<file path="src/rtl/ex_mem_stage.sv">
`default_nettype none
// ============================================================================
// Module      : ex_mem_stage
// Description : EX/MEM pipeline register placed after the ALU. It captures
//               the ALU result, destination register and write enable. It
//               resolves beq/bne and emits a one-cycle PC redirect pulse. It
//               hands beats to MEM/WB over a valid/ready handshake.
// Revision    : 1.0 - initial release
// ----------------------------------------------------------------------------
// Configuration macro:
//   EXMEM_SKID_EN  - when defined, a second (skid) entry is added. in_ready
//                    then comes from registered state only. When undefined,
//                    the stage is a single register with a combinational
//                    in_ready.
// ----------------------------------------------------------------------------
// Ports:
//   clk, rstn                  clock / asynchronous active-low reset
//   in_valid / in_ready        EX-side handshake
//   in_alu_c, in_zero          ALU result and Zero flag
//   in_br                      00 none, 01 beq, 10 bne, 11 reserved (none)
//   in_pc, in_imm              branch base PC and sign-extended offset
//   in_rd, in_regwrite         destination register and write enable
//   flush                      synchronous kill of all buffered beats
//   out_valid / out_ready      MEM-side handshake
//   out_alu_c, out_rd,
//   out_regwrite               registered beat presented to MEM
//   redirect_valid/_pc         one-cycle taken-branch redirect
// ============================================================================
module ex_mem_stage #(
  parameter int XLEN = 32,
  parameter int RD_W = 5
) (
  input  logic            clk,
  input  logic            rstn,
  input  logic            in_valid,
  output logic            in_ready,
  input  logic [XLEN-1:0] in_alu_c,
  input  logic            in_zero,
  input  logic [1:0]      in_br,
  input  logic [XLEN-1:0] in_pc,
  input  logic [XLEN-1:0] in_imm,
  input  logic [RD_W-1:0] in_rd,
  input  logic            in_regwrite,
  input  logic            flush,
  output logic            out_valid,
  input  logic            out_ready,
  output logic [XLEN-1:0] out_alu_c,
  output logic [RD_W-1:0] out_rd,
  output logic            out_regwrite,
  output logic            redirect_valid,
  output logic [XLEN-1:0] redirect_pc
);

  localparam logic [1:0] C_BR_BEQ = 2'b01;
  localparam logic [1:0] C_BR_BNE = 2'b10;
  // Beat payload layout: {alu_c, rd, regwrite}
  localparam int         C_BEAT_W = XLEN + RD_W + 1;

  // --------------------------------------------------------------------------
  // Input decode
  // --------------------------------------------------------------------------
  logic                w_accept;
  logic                w_drain;
  logic                w_is_branch;
  logic                w_taken;
  logic [XLEN-1:0]     w_target;
  logic                w_regwrite;
  logic [C_BEAT_W-1:0] w_beat;

  assign w_accept    = in_valid & in_ready;
  assign w_drain     = out_valid & out_ready;
  assign w_is_branch = (in_br == C_BR_BEQ) | (in_br == C_BR_BNE);
  assign w_taken     = ((in_br == C_BR_BEQ) &  in_zero) |
                       ((in_br == C_BR_BNE) & ~in_zero);
  // The sum is truncated to XLEN, so the target wraps modulo 2^XLEN.
  assign w_target    = in_pc + in_imm;
  // Branches never write rd, and writes to x0 are dropped here so that MEM/WB
  // need not special-case them.
  assign w_regwrite  = in_regwrite & ~w_is_branch & (in_rd != '0);
  assign w_beat      = {in_alu_c, in_rd, w_regwrite};

  // --------------------------------------------------------------------------
  // Redirect: pulses for exactly the cycle after a taken branch is accepted.
  // The target register keeps its last value otherwise.
  // --------------------------------------------------------------------------
  logic            redir_valid_q, redir_valid_d;
  logic [XLEN-1:0] redir_pc_q,    redir_pc_d;

  always_comb begin
    redir_valid_d = w_accept & w_taken;
    redir_pc_d    = redir_pc_q;
    if (w_accept & w_taken) begin
      redir_pc_d = w_target;
    end
  end

  always_ff @(posedge clk or negedge rstn) begin
    if (!rstn) begin
      redir_valid_q <= 1'b0;
      redir_pc_q    <= '0;
    end else begin
      redir_valid_q <= redir_valid_d;
      redir_pc_q    <= redir_pc_d;
    end
  end

  assign redirect_valid = redir_valid_q;
  assign redirect_pc    = redir_pc_q;

  // --------------------------------------------------------------------------
  // Main register M (always present)
  // --------------------------------------------------------------------------
  logic                m_valid_q, m_valid_d;
  logic [C_BEAT_W-1:0] m_beat_q,  m_beat_d;

`ifdef EXMEM_SKID_EN
  // --------------------------------------------------------------------------
  // Two-entry buffer. in_ready comes only from the registered S valid bit, so
  // there is no combinational path from out_ready. An accepted beat can only
  // land in S while S is empty, so at most one beat is ever in flight toward
  // S. That keeps the ordering M-before-S trivially intact.
  // --------------------------------------------------------------------------
  logic                s_valid_q, s_valid_d;
  logic [C_BEAT_W-1:0] s_beat_q,  s_beat_d;

  assign in_ready = rstn & ~flush & ~s_valid_q;

  always_comb begin
    m_valid_d = m_valid_q;
    m_beat_d  = m_beat_q;
    s_valid_d = s_valid_q;
    s_beat_d  = s_beat_q;
    if (flush) begin
      m_valid_d = 1'b0;
      s_valid_d = 1'b0;
    end else begin
      if (w_drain) begin
        if (s_valid_q) begin
          m_beat_d  = s_beat_q;
          s_valid_d = 1'b0;
        end else begin
          m_valid_d = 1'b0;
        end
      end
      // An accept implies S was empty, so the drain above only cleared M.
      if (w_accept) begin
        if (!m_valid_q || w_drain) begin
          m_valid_d = 1'b1;
          m_beat_d  = w_beat;
        end else begin
          s_valid_d = 1'b1;
          s_beat_d  = w_beat;
        end
      end
    end
  end

  always_ff @(posedge clk or negedge rstn) begin
    if (!rstn) begin
      s_valid_q <= 1'b0;
      s_beat_q  <= '0;
    end else begin
      s_valid_q <= s_valid_d;
      s_beat_q  <= s_beat_d;
    end
  end
`else
  // --------------------------------------------------------------------------
  // Single register. M can take a new beat whenever it is empty or draining
  // this cycle.
  // --------------------------------------------------------------------------
  assign in_ready = rstn & ~flush & (~m_valid_q | out_ready);

  always_comb begin
    m_valid_d = m_valid_q;
    m_beat_d  = m_beat_q;
    if (flush) begin
      m_valid_d = 1'b0;
    end else if (w_accept) begin
      m_valid_d = 1'b1;
      m_beat_d  = w_beat;
    end else if (w_drain) begin
      m_valid_d = 1'b0;
    end
  end
`endif

  always_ff @(posedge clk or negedge rstn) begin
    if (!rstn) begin
      m_valid_q <= 1'b0;
      m_beat_q  <= '0;
    end else begin
      m_valid_q <= m_valid_d;
      m_beat_q  <= m_beat_d;
    end
  end

  assign out_valid    = m_valid_q;
  assign out_alu_c    = m_beat_q[C_BEAT_W-1 -: XLEN];
  assign out_rd       = m_beat_q[RD_W:1];
  assign out_regwrite = m_beat_q[0];

endmodule
`default_nettype wire

</file>
<file path="config.mk">
export PLATFORM = sky130hd
export DESIGN_NAME = ex_mem_stage
export DESIGN_NICKNAME = d
export VERILOG_FILES = /design/src/rtl/ex_mem_stage.sv
export SDC_FILE = /design/constraint.sdc
export NUM_CORES = 1
export LEC_CHECK = 0
export ABC_CLOCK_PERIOD_IN_PS = 2850
export BUFFER_PORTS_ARGS = -buffer_cell sky130_fd_sc_hd__buf_2
export CAP_MARGIN = 15
export CORE_ASPECT_RATIO = 0.75
export CORE_UTILIZATION = 54
export CTS_BUF_LIST = sky130_fd_sc_hd__clkbuf_2
export CTS_CLUSTER_SIZE = 40
export DETAILED_ROUTE_END_ITERATION = 16
export PLACE_DENSITY = 0.93
export SLEW_MARGIN = 30
export SYNTH_ARGS = -nofsm -noshare
export SYNTH_HDL_FRONTEND = slang
export SYNTH_SLANG_ARGS = --single-unit
</file>
<file path="constraint.sdc">
create_clock -name clk -period 2.85 [get_ports clk]
set_clock_uncertainty 0.1 [all_clocks]
set_input_delay 0.285 -clock clk [delete_from_list [all_inputs] [get_ports clk]]
set_output_delay 0.285 -clock clk [all_outputs]
set_load 0.05 [all_outputs]
</file>
==> impl_metrics.tcl, run 1 <==
set metrics [dict create \
    die_width_um 105 \
    rows 27 \
    cts.path.max_buffers 2 \
    fin_setup_tns_ns 0 \
    dpl_cell_area_mm2 0.00534 \
    start_kind "input port" \
    drc 0 \
    viasPerCell 5.77 \
    coreArea_mm2 0.00753 \
    whs_ns 0.0905 \
    dpl.hpwl_um 9170 \
    num_vias 4423 \
    clkLatencyLatePin_ns 0.49 \
    cts_tree "built" \
    max-slew-margin-rel_pct 55.1 \
    grt_overflow 0 \
    ios 183 \
    cts_made_buffers 9 \
    worst-path-max-fanout 3 \
    cp_slowest_cell "dlygate4sd3_1" \
    diodes 0 \
    area_growth_syn_to_layout_pct 37.5 \
    syn_nets 576 \
    fill_cells 505 \
    rsz0062_at_grt "no" \
    synthXorXnorAreaFrac_pct 5.09 \
    drv_slew 0 \
    synth-seq-area-share_pct 41.9 \
    vdd_ir_drop_max_mv 0.415 \
    cts.reportedPaths.clkPinSlew_ns 0.21 \
    crit_required_ns 3.21 \
    pre_cts_ws_ns 0.0120 \
    dieArea_mm2 0.00833 \
    maxClockFrequency_mhz 365 \
    synth_cells 432 \
    syn_avg_cell_area_um2 9.95 \
    cts-root-buf "clkbuf_2" \
    layout.nets 804 \
    ys.flop_type "dfrtp_1" \
    setup_violations 0 \
    synth_common_cells "72 x dfrtp_1, 52 x nand2_1, 37 x mux2_2, 33 x ha_1, 31 x a21oi_1" \
    power.density_mw_per_mm2 686 \
    setup_ws_ns 0.113 \
    async_reset_ff_share_pct 100 \
    chipHeight_um 79.3 \
    hold_class "input port to flop" \
    grt_usage_pct 33.7 \
    drt-initial-drc-count 302 \
    synth_compound_area_share_pct 18.7 \
    drt_first_pass_iters 5 \
    antenna_found_initial 0 \
    worst_slew_pin_slew_ns 0.673 \
    yosys_warnings 0 \
    p_leak_nw 3.04 \
    synth_edf_count 0 \
    synth_top_family_by_area "compound AO/OA/AOI/OAI gates" \
    synth_area_mm2 0.00430 \
    synth-simple-area-share_pct 12.1 \
    layout_min_cycle_time_ns 2.74 \
    drive_gt1_share_pct 38.0 \
    timing_hold_violations_final 0 \
    cpPeakStageDelay_ns 0.53 \
    antenna_left 0 \
    start_util_pct 57.1 \
    cts.htree.levels 3 \
    path_class "input port to flop" \
    synth.top_cell.area_share_pct 41.9 \
    fin_area_mm2 0.00591 \
    synthAdderAreaFrac_pct 10.1 \
    post-route-util_pct 78.5 \
    arrival_ns 3.09 \
    place.gp.congestion 0.886 \
    clock-sinks 72 \
    drv_cap 0 \
    power_mw 4.06 \
    numPlacedInstances 707 \
    synth_mux_area_share_pct 9.92 \
    synth_area_leader_cell "dfrtp_1" \
    grt_pass1_vias 4354 \
    ys_seq_elements 72 \
    crit_chain "dlygate4sd3_1 > buf_2 > ha_1 > a211oi_2 > o211ai_1 > and4_4 > o2111ai_4 > a21boi_1 > or3b_1 > or4_1 > nand3_1" \
    grt_max_degree 73 \
    status "completed" \
    synth_cell_types 53 \
    yosysMostFrequentCell "dfrtp_1" \
    cp-end-kind "flop" \
    routed_wl_um 14000 \
    finalCritPeriodShare_pct 96.0 \
    detail_route.wl_per_cell_um 18.2 \
    port_buffers 182 \
    fin_cells 766 \
    ys_top_cells_by_area "dfrtp_1 42%, mux2_2 9.7%, ha_1 9.6%" \
    post-cts-setup-buffer-count 0 \
    grt_pass1_wl_um 21600 \
]
[layout by cell type, fill, tap and decap left out, types with 8 or more instances in the layout]
master           n
buf_2          181
nand4_1          9
a21o_1          14
nor2_1          18
xnor2_1         12
ha_1            33
clkbuf_2        10
dfrtp_1         72
a21oi_1         31
mux2_2          37
dlygate4sd3_1   43
o21ai_1         20
buf_4            8
o21ai_0         22
inv_1            8
nand2_1         52
nor3_1           8
xor2_1          13
[final timing paths]
path	startpoint	to	slack, ns	depth (start not counted)
max	in_pc[0]	redirect_pc[25]$_DFFE_PN0P_	0.11	11
min	in_imm[1]	redirect_pc[1]$_DFFE_PN0P_	0.09	4
max reg2reg	out_valid$_DFFE_PN0P_	out_valid$_DFFE_PN0P_	0.57	6
min reg2reg	redirect_pc[0]$_DFFE_PN0P_	redirect_pc[0]$_DFFE_PN0P_	0.40	2
max in group asynchronous	rstn	redirect_pc[13]$_DFFE_PN0P_	1.86	3
min in group asynchronous	rstn	m_beat_q[2]$_DFFE_PN0P_	0.31	3
[worst max-delay path: cells and delay by family]
kind                       cells  cell delay, ns
and+or+nand+nor                4            1.12
AOI/OAI and AO/OA              4            0.79
buffers and inverters          2            0.66
adders and majority gates      1            0.24
[report_power, final]
part / switching, mW / total [mW] / internal (mW)
registers: 0.146 / 1.41 / 1.27
logic: 1.46 / 2.04 / 0.580
clock network: 0.397 / 0.608 / 0.211
[logic make-up after synthesis]
| logic type | Yosys count |
|---|---|
| flip-flops | 72 |
| adder cells (fa/ha/maj) | 34 |
| AO/OA/AOI/OAI | 127 |
| multiplexers | 38 |
| buffers and inverters | 25 |
| AND/OR/NAND/NOR | 111 |
| XOR/XNOR | 25 |
[repair_timing]
action | CTS | global route
endpoints found under the hold margin | 112 | 0
hold buffers | 43 | 0
resized for setup | 0 | 3
endpoints found under the setup margin | 0 | 6
[state kept, by name, indices dropped and copies added, names as in the netlist]
name            count
m_beat_q           38
out_valid           1
redirect_pc        32
redirect_valid      1
[layout make-up]
| cell class | instances | area, um^2 | area share (%) |
|---|---|---|---|
| clock inverter | 6 | 68.8 | 1.16 |
| multi-input combinational | 335 | 2420 | 41.0 |
| sequential | 72 | 1800 | 30.5 |
| clock buffer | 10 | 50.0 | 0.846 |
| tap | 101 | 126 | 2.14 |
| inverter | 9 | 33.8 | 0.571 |
| timing repair buffer | 233 | 1410 | 23.8 |
[per-layer routing]
| layer | track usage (%) | vias up | part of all wire (%) |
|---|---|---|---|
| li1 | - | 2034 | - |
| met1 | 39.8 | 2079 | 40 |
| met2 | 58.5 | 258 | 48 |
| met3 | 7.72 | 52 | 7.6 |
| met4 | 16.6 | 0 | 4.2 |
| met5 | 0 | - | 0 |
(Power assumes the default switching activity.)
==> inputs of run 2 (changes only) <==
BUFFER_PORTS_ARGS = -buffer_cell sky130_fd_sc_hd__buf_4   (was -buffer_cell sky130_fd_sc_hd__buf_2)
PLACE_DENSITY = 0.95   (was 0.93)
==> run 2 against run 1 <==
Worst setup slack worse by 0.049 ns. Global-route usage is 3.6 points higher. Via count is 2.0% higher. Register-to-register slack worse by 0.09 ns. Flip-flop and latch count stayed put. Sequential power hardly changed. Highest routed layer unchanged.
==> impl_metrics.tcl, run 2 (synthesized netlist as in run 1, its figures left out) <==
set metrics [dict create \
    drt_first_pass_iters 5 \
    drv_cap 0 \
    drc 0 \
    hold_start "in_imm[1]" \
    cp-end-kind "flop" \
    layout_min_cycle_time_ns 2.79 \
    final_common_cell "buf_4" \
    power.density_mw_per_mm2 678 \
    port_buffers 182 \
    start_util_pct 57.1 \
    rows 27 \
    setup_violations 0 \
    hold_end "redirect_pc[1]$_DFFE_PN0P_" \
    die_width_um 105 \
    cts.htree.levels 3 \
    dieArea_mm2 0.00833 \
    vdd_ir_drop_max_mv 0.402 \
    worst_slew_pin_slew_ns 0.656 \
    drv_slew 0 \
    cts_tree "built" \
    dpl.hpwl_um 9860 \
    pre_cts_ws_ns -0.0349 \
    crit_required_ns 3.25 \
    worst-path-max-fanout 4 \
    grt_max_degree 73 \
    mostFrequentLayoutCells "190 x buf_4, 72 x dfrtp_1, 52 x nand2_1" \
    path_class "input port to flop" \
    ios 183 \
    top_register "m_beat_q" \
    coreArea_mm2 0.00753 \
    antenna_left 0 \
    drive_gt1_share_pct 38.1 \
    hold_class "input port to flop" \
    start_kind "input port" \
    whs_ns 0.0576 \
    status "completed" \
    grt_overflow 0 \
    layout.nets 805 \
    largest_reg_flops 38 \
    grt_pass1_vias 4531 \
    cts_made_buffers 9 \
    cts.path.max_buffers 2 \
    cts-root-buf "clkbuf_2" \
    finalCritPeriodShare_pct 97.8 \
    timing.rr.start "out_valid$_DFFE_PN0P_" \
    worstRegToRegCells 7 \
    worst-r2r-setup-slack_ns 0.48 \
    drt-initial-drc-count 381 \
    timing_hold_violations_final 0 \
    r2r-end "redirect_pc[25]$_DFFE_PN0P_" \
    place.gp.congestion 0.901 \
    detail_route.wl_per_cell_um 20.0 \
    routed_wl_um 15300 \
    cts.reportedPaths.clkPinSlew_ns 0.23 \
    maxClockFrequency_mhz 359 \
    p_leak_nw 3.18 \
    antenna_found_initial 0 \
    viasPerCell 5.88 \
    diodes 0 \
    num_vias 4512 \
    area_growth_syn_to_layout_pct 48.3 \
    setup_ws_ns 0.0634 \
    grt_pass1_wl_um 23600 \
    whs_path_depth 4 \
    chipHeight_um 79.3 \
    clock-sinks 72 \
    arrival_ns 3.18 \
    grt_usage_pct 37.2 \
    clkLatencyLatePin_ns 0.58 \
    max-slew-margin-rel_pct 56.3 \
]
-- run 2: worst max-delay path by stage --
stage | startpoint | to | slack (ns)
finish | in_imm[0] | redirect_pc[28]$_DFFE_PN0P_ | 0.06
global route | in_imm[0] | redirect_pc[20]$_DFFE_PN0P_ | -0.04
CTS | in_imm[0] | redirect_pc[30]$_DFFE_PN0P_ | 0.01
detailed placement | in_pc[0] | redirect_pc[30]$_DFFE_PN0P_ | -0.03
global placement | in_pc[10] | redirect_pc[29]$_DFFE_PN0P_ | 0.10
floorplan | out_valid$_DFFE_PN0P_ | redirect_pc[14]$_DFFE_PN0P_ | 0.30
-- run 2: report_power, final --
part           leakage (nW)  internal [mW]  switching, mW
logic                  2.22          0.772           1.48
registers             0.886           1.27          0.173
clock network        0.0725          0.210          0.415
-- run 2: repair_timing --
action	4_1_cts	5_1_grt
hold endpoints to repair	112	0
gates resized for setup	0	3
buffers inserted	0	0
setup endpoints to repair	0	5
hold buffers	43	0
-- run 2: layer usage --
| metal | wire, um | share of wire, % | global-route usage (%) | vias up |
|---|---|---|---|---|
| met2 | 7540 | 49 | 64.5 | 276 |
| met3 | 1220 | 8.0 | 9.11 | 61 |
| met1 | 5910 | 39 | 43.2 | 2139 |
| li1 | - | - | - | 2036 |
| met5 | 0 | 0 | 0 | - |
| met4 | 628 | 4.1 | 19.9 | 0 |
-- run 2: stage by stage --
stage                     TNS [ns]  std cells  area [um^2]  utilization (%)  total power [mW]
after detailed placement   -0.0400        708         5800             77.0              3.58
after global placement           0        708         5800             77.0              3.51
after floorplan                  0        432         4300                -              2.83
after global routing       -0.0400        767         6370             84.6              4.48
after CTS                        0        767         6350             84.3              4.23
final                            0        767         6370             84.6              4.32
-- run 2: worst max-delay path, stage by stage --
cell,delay [ns]
dlygate4sd3_1,0.54
buf_4,0.14
ha_1,0.22
fa_1,0.44
a21oi_1,0.23
o211ai_1,0.19
a31oi_2,0.33
a211oi_1,0.12
nor2_1,0.25
o21ai_1,0.14
xnor2_1,0.20
o21ai_0,0.10
-- run 2: area by class of cell --
type / count / area [um^2]
clock buffers: 10 / 50.0
clock inverters: 6 / 68.8
fillers: 379 / 1160
inverters: 9 / 33.8
multi-input cells: 335 / 2420
flip-flops and latches: 72 / 1800
well taps: 101 / 126
repair buffers: 234 / 1870
==> inputs of run 3 (changes only) <==
GPL_TIMING_DRIVEN = 0   (was not set)
SETUP_SLACK_MARGIN = 0.2   (was not set)
==> run 3 against run 2 <==
Total power grew 5.0%. Critical path depth shrank 1. Global-route usage grew 1.6 points. First-iteration DRC count grew 39%. Flip-flop and latch count is the same. Non-clock buffer count grew 7. Design area grew 0.90%. Combinational power is essentially flat. Worst setup slack gained 0.22 ns. Routed wire length grew 8.7%. Critical path type unchanged. Largest power group unchanged.
==> impl_metrics.tcl, run 3 (synthesized netlist as in run 1, its figures left out) <==
set metrics [dict create \
    status "completed" \
    cts-root-buf "clkbuf_2" \
    cts.path.max_buffers 2 \
    cp_slowest_cell "fa_1" \
    p_leak_nw 3.20 \
    largest_reg_flops 38 \
    dieArea_mm2 0.00833 \
    whs_path_depth 3 \
    drc 0 \
    max-slew-margin-rel_pct 58.2 \
    detail_route.wl_per_cell_um 21.5 \
    worst_slew_pin_slew_ns 0.626 \
    clock-sinks 72 \
    finalCritPeriodShare_pct 90.0 \
    worstRegToRegCells 9 \
    drive_gt1_share_pct 37.3 \
    grt_overflow 0 \
    num_vias 4757 \
    drv_cap 0 \
    antenna_found_initial 1 \
    area_growth_syn_to_layout_pct 49.6 \
    antenna_left 0 \
    timing_hold_violations_final 0 \
    arrival_ns 2.94 \
    layout_min_cycle_time_ns 2.57 \
    p_sw_share_pct 46.7 \
    routed_wl_um 16600 \
    cp.depth 11 \
    cp-end-kind "flop" \
    maxClockFrequency_mhz 390 \
    start_util_pct 57.1 \
    grtUsageMet1_pct 48.0 \
    hold_class "input port to flop" \
    chipHeight_um 79.3 \
    grt_pass1_wl_um 24600 \
    final_common_cell "buf_4" \
    power_mw 4.54 \
    worst-path-max-fanout 5 \
    rows 27 \
    p_int_mw 2.42 \
    clkLatencyLatePin_ns 0.55 \
    worst-r2r-setup-slack_ns 0.30 \
    grt_pass1_vias 4599 \
    path_class "input port to flop" \
    coreArea_mm2 0.00753 \
    pwr-share-seq_pct 31.9 \
    dpl.hpwl_um 9610 \
    die_width_um 105 \
    setup_violations 0 \
    layout.nets 812 \
    drt-initial-drc-count 531 \
    grt_max_degree 74 \
    port_buffers 182 \
    comb_power_share_pct 50.1 \
    rsz0062_at_grt "no" \
    cp_num_buf_inv 1 \
    power.switching_mw 2.12 \
    fill_cells 368 \
    start_kind "input port" \
    place.gp.congestion 0.862 \
    numPlacedInstances 715 \
    post-cts-setup-buffer-count 0 \
    met3_usage_pct 11.1 \
    fin_cells 775 \
    ios 183 \
    cpLargestDelayFamily "compound AO/OA/AOI/OAI gates" \
    pwr-share-clk_pct 18.0 \
    cpPeakStageDelay_ns 0.45 \
    top_usage_layer "met2" \
    drv_slew 0 \
    cts.htree.levels 3 \
    power.density_mw_per_mm2 705 \
    drt_first_pass_iters 7 \
    viasPerCell 6.14 \
    cts.reportedPaths.clkPinSlew_ns 0.25 \
    cts_tree "built" \
    cts_made_buffers 9 \
    crit_required_ns 3.22 \
    top_register "m_beat_q" \
    grt_usage_pct 38.8 \
    crit_chain "buf_4 > ha_1 > fa_1 > a21oi_1 > o211ai_1 > a31oi_2 > o21ai_1 > o21ai_2 > o31ai_1 > xnor2_1 > o21ai_1" \
    vdd_ir_drop_max_mv 0.390 \
    met2_usage_pct 62.5 \
    crit_top_cell "o21ai_1" \
    mostFrequentLayoutCells "181 x buf_4, 72 x dfrtp_1, 52 x nand2_1" \
]
run 3: power groups by stage:
stage               clock network (mW)  logic, mW  registers [mW]
finish                           0.815       2.27            1.45
global placement                     0       2.08            1.41
CTS                              0.783       2.18            1.41
global route                     0.846       2.36            1.46
detailed placement                   0       2.13            1.43
floorplan                            0      0.531            2.29
run 3: layout make-up:
class | count | area (um^2) | share of cell area, %
multi-input combinational | 335 | 2410 | 37.5
timing repair buffer | 225 | 1820 | 28.3
sequential | 72 | 1800 | 28.0
tap | 101 | 126 | 1.96
clock inverter | 6 | 115 | 1.79
buffer | 16 | 66.3 | 1.03
clock buffer | 10 | 50.0 | 0.778
inverter | 9 | 37.5 | 0.584
antenna | 1 | 2.50 | 0.0389
run 3: stage by stage:
step | utilization (%) | instance area, um^2 | setup TNS [ns] | worst slack, ns | hold slack, ns
final | 85.4 | 6430 | 0 | 0.284 | 0.0250
after global routing | 85.4 | 6430 | 0 | 0.185 | 0.0136
after CTS | 84.5 | 6370 | 0 | 0.306 | -0.228
after detailed placement | 76.9 | 5790 | -4.51 | -0.254 | 0.373
after global placement | 76.9 | 5790 | -3.07 | -0.145 | 0.365
after floorplan | - | 4300 | 0 | 0.303 | -0.111
run 3: timing repair:
action                     4_1_cts  5_1_grt
setup endpoints to repair        0       31
hold buffers                    41        2
hold endpoints to repair       112       72
resized for setup                0       10
run 3: tightest hold or removal path, stage by stage:
cell	delay (ns)
buf_4	0.09
ha_1	0.12
a32o_1	0.16
run 3: worst paths after layout:
kind,startpoint,endpoint
max reg2reg,out_valid$_DFFE_PN0P_,redirect_pc[31]$_DFFE_PN0P_
max in group asynchronous,rstn,redirect_pc[24]$_DFFE_PN0P_
min reg2reg,redirect_pc[19]$_DFFE_PN0P_,redirect_pc[19]$_DFFE_PN0P_
min,in_br[1],m_beat_q[0]$_DFFE_PN0P_
max,in_pc[0],redirect_pc[30]$_DFFE_PN0P_
min in group asynchronous,rstn,redirect_pc[29]$_DFFE_PN0P_
run 3: metal layers:
layer | vias to the layer above | wire length, um
met1 | 2219 | 6390
met3 | 111 | 1710
met4 | 0 | 1050
met5 | - | 0
met2 | 382 | 7490
li1 | 2045 | -
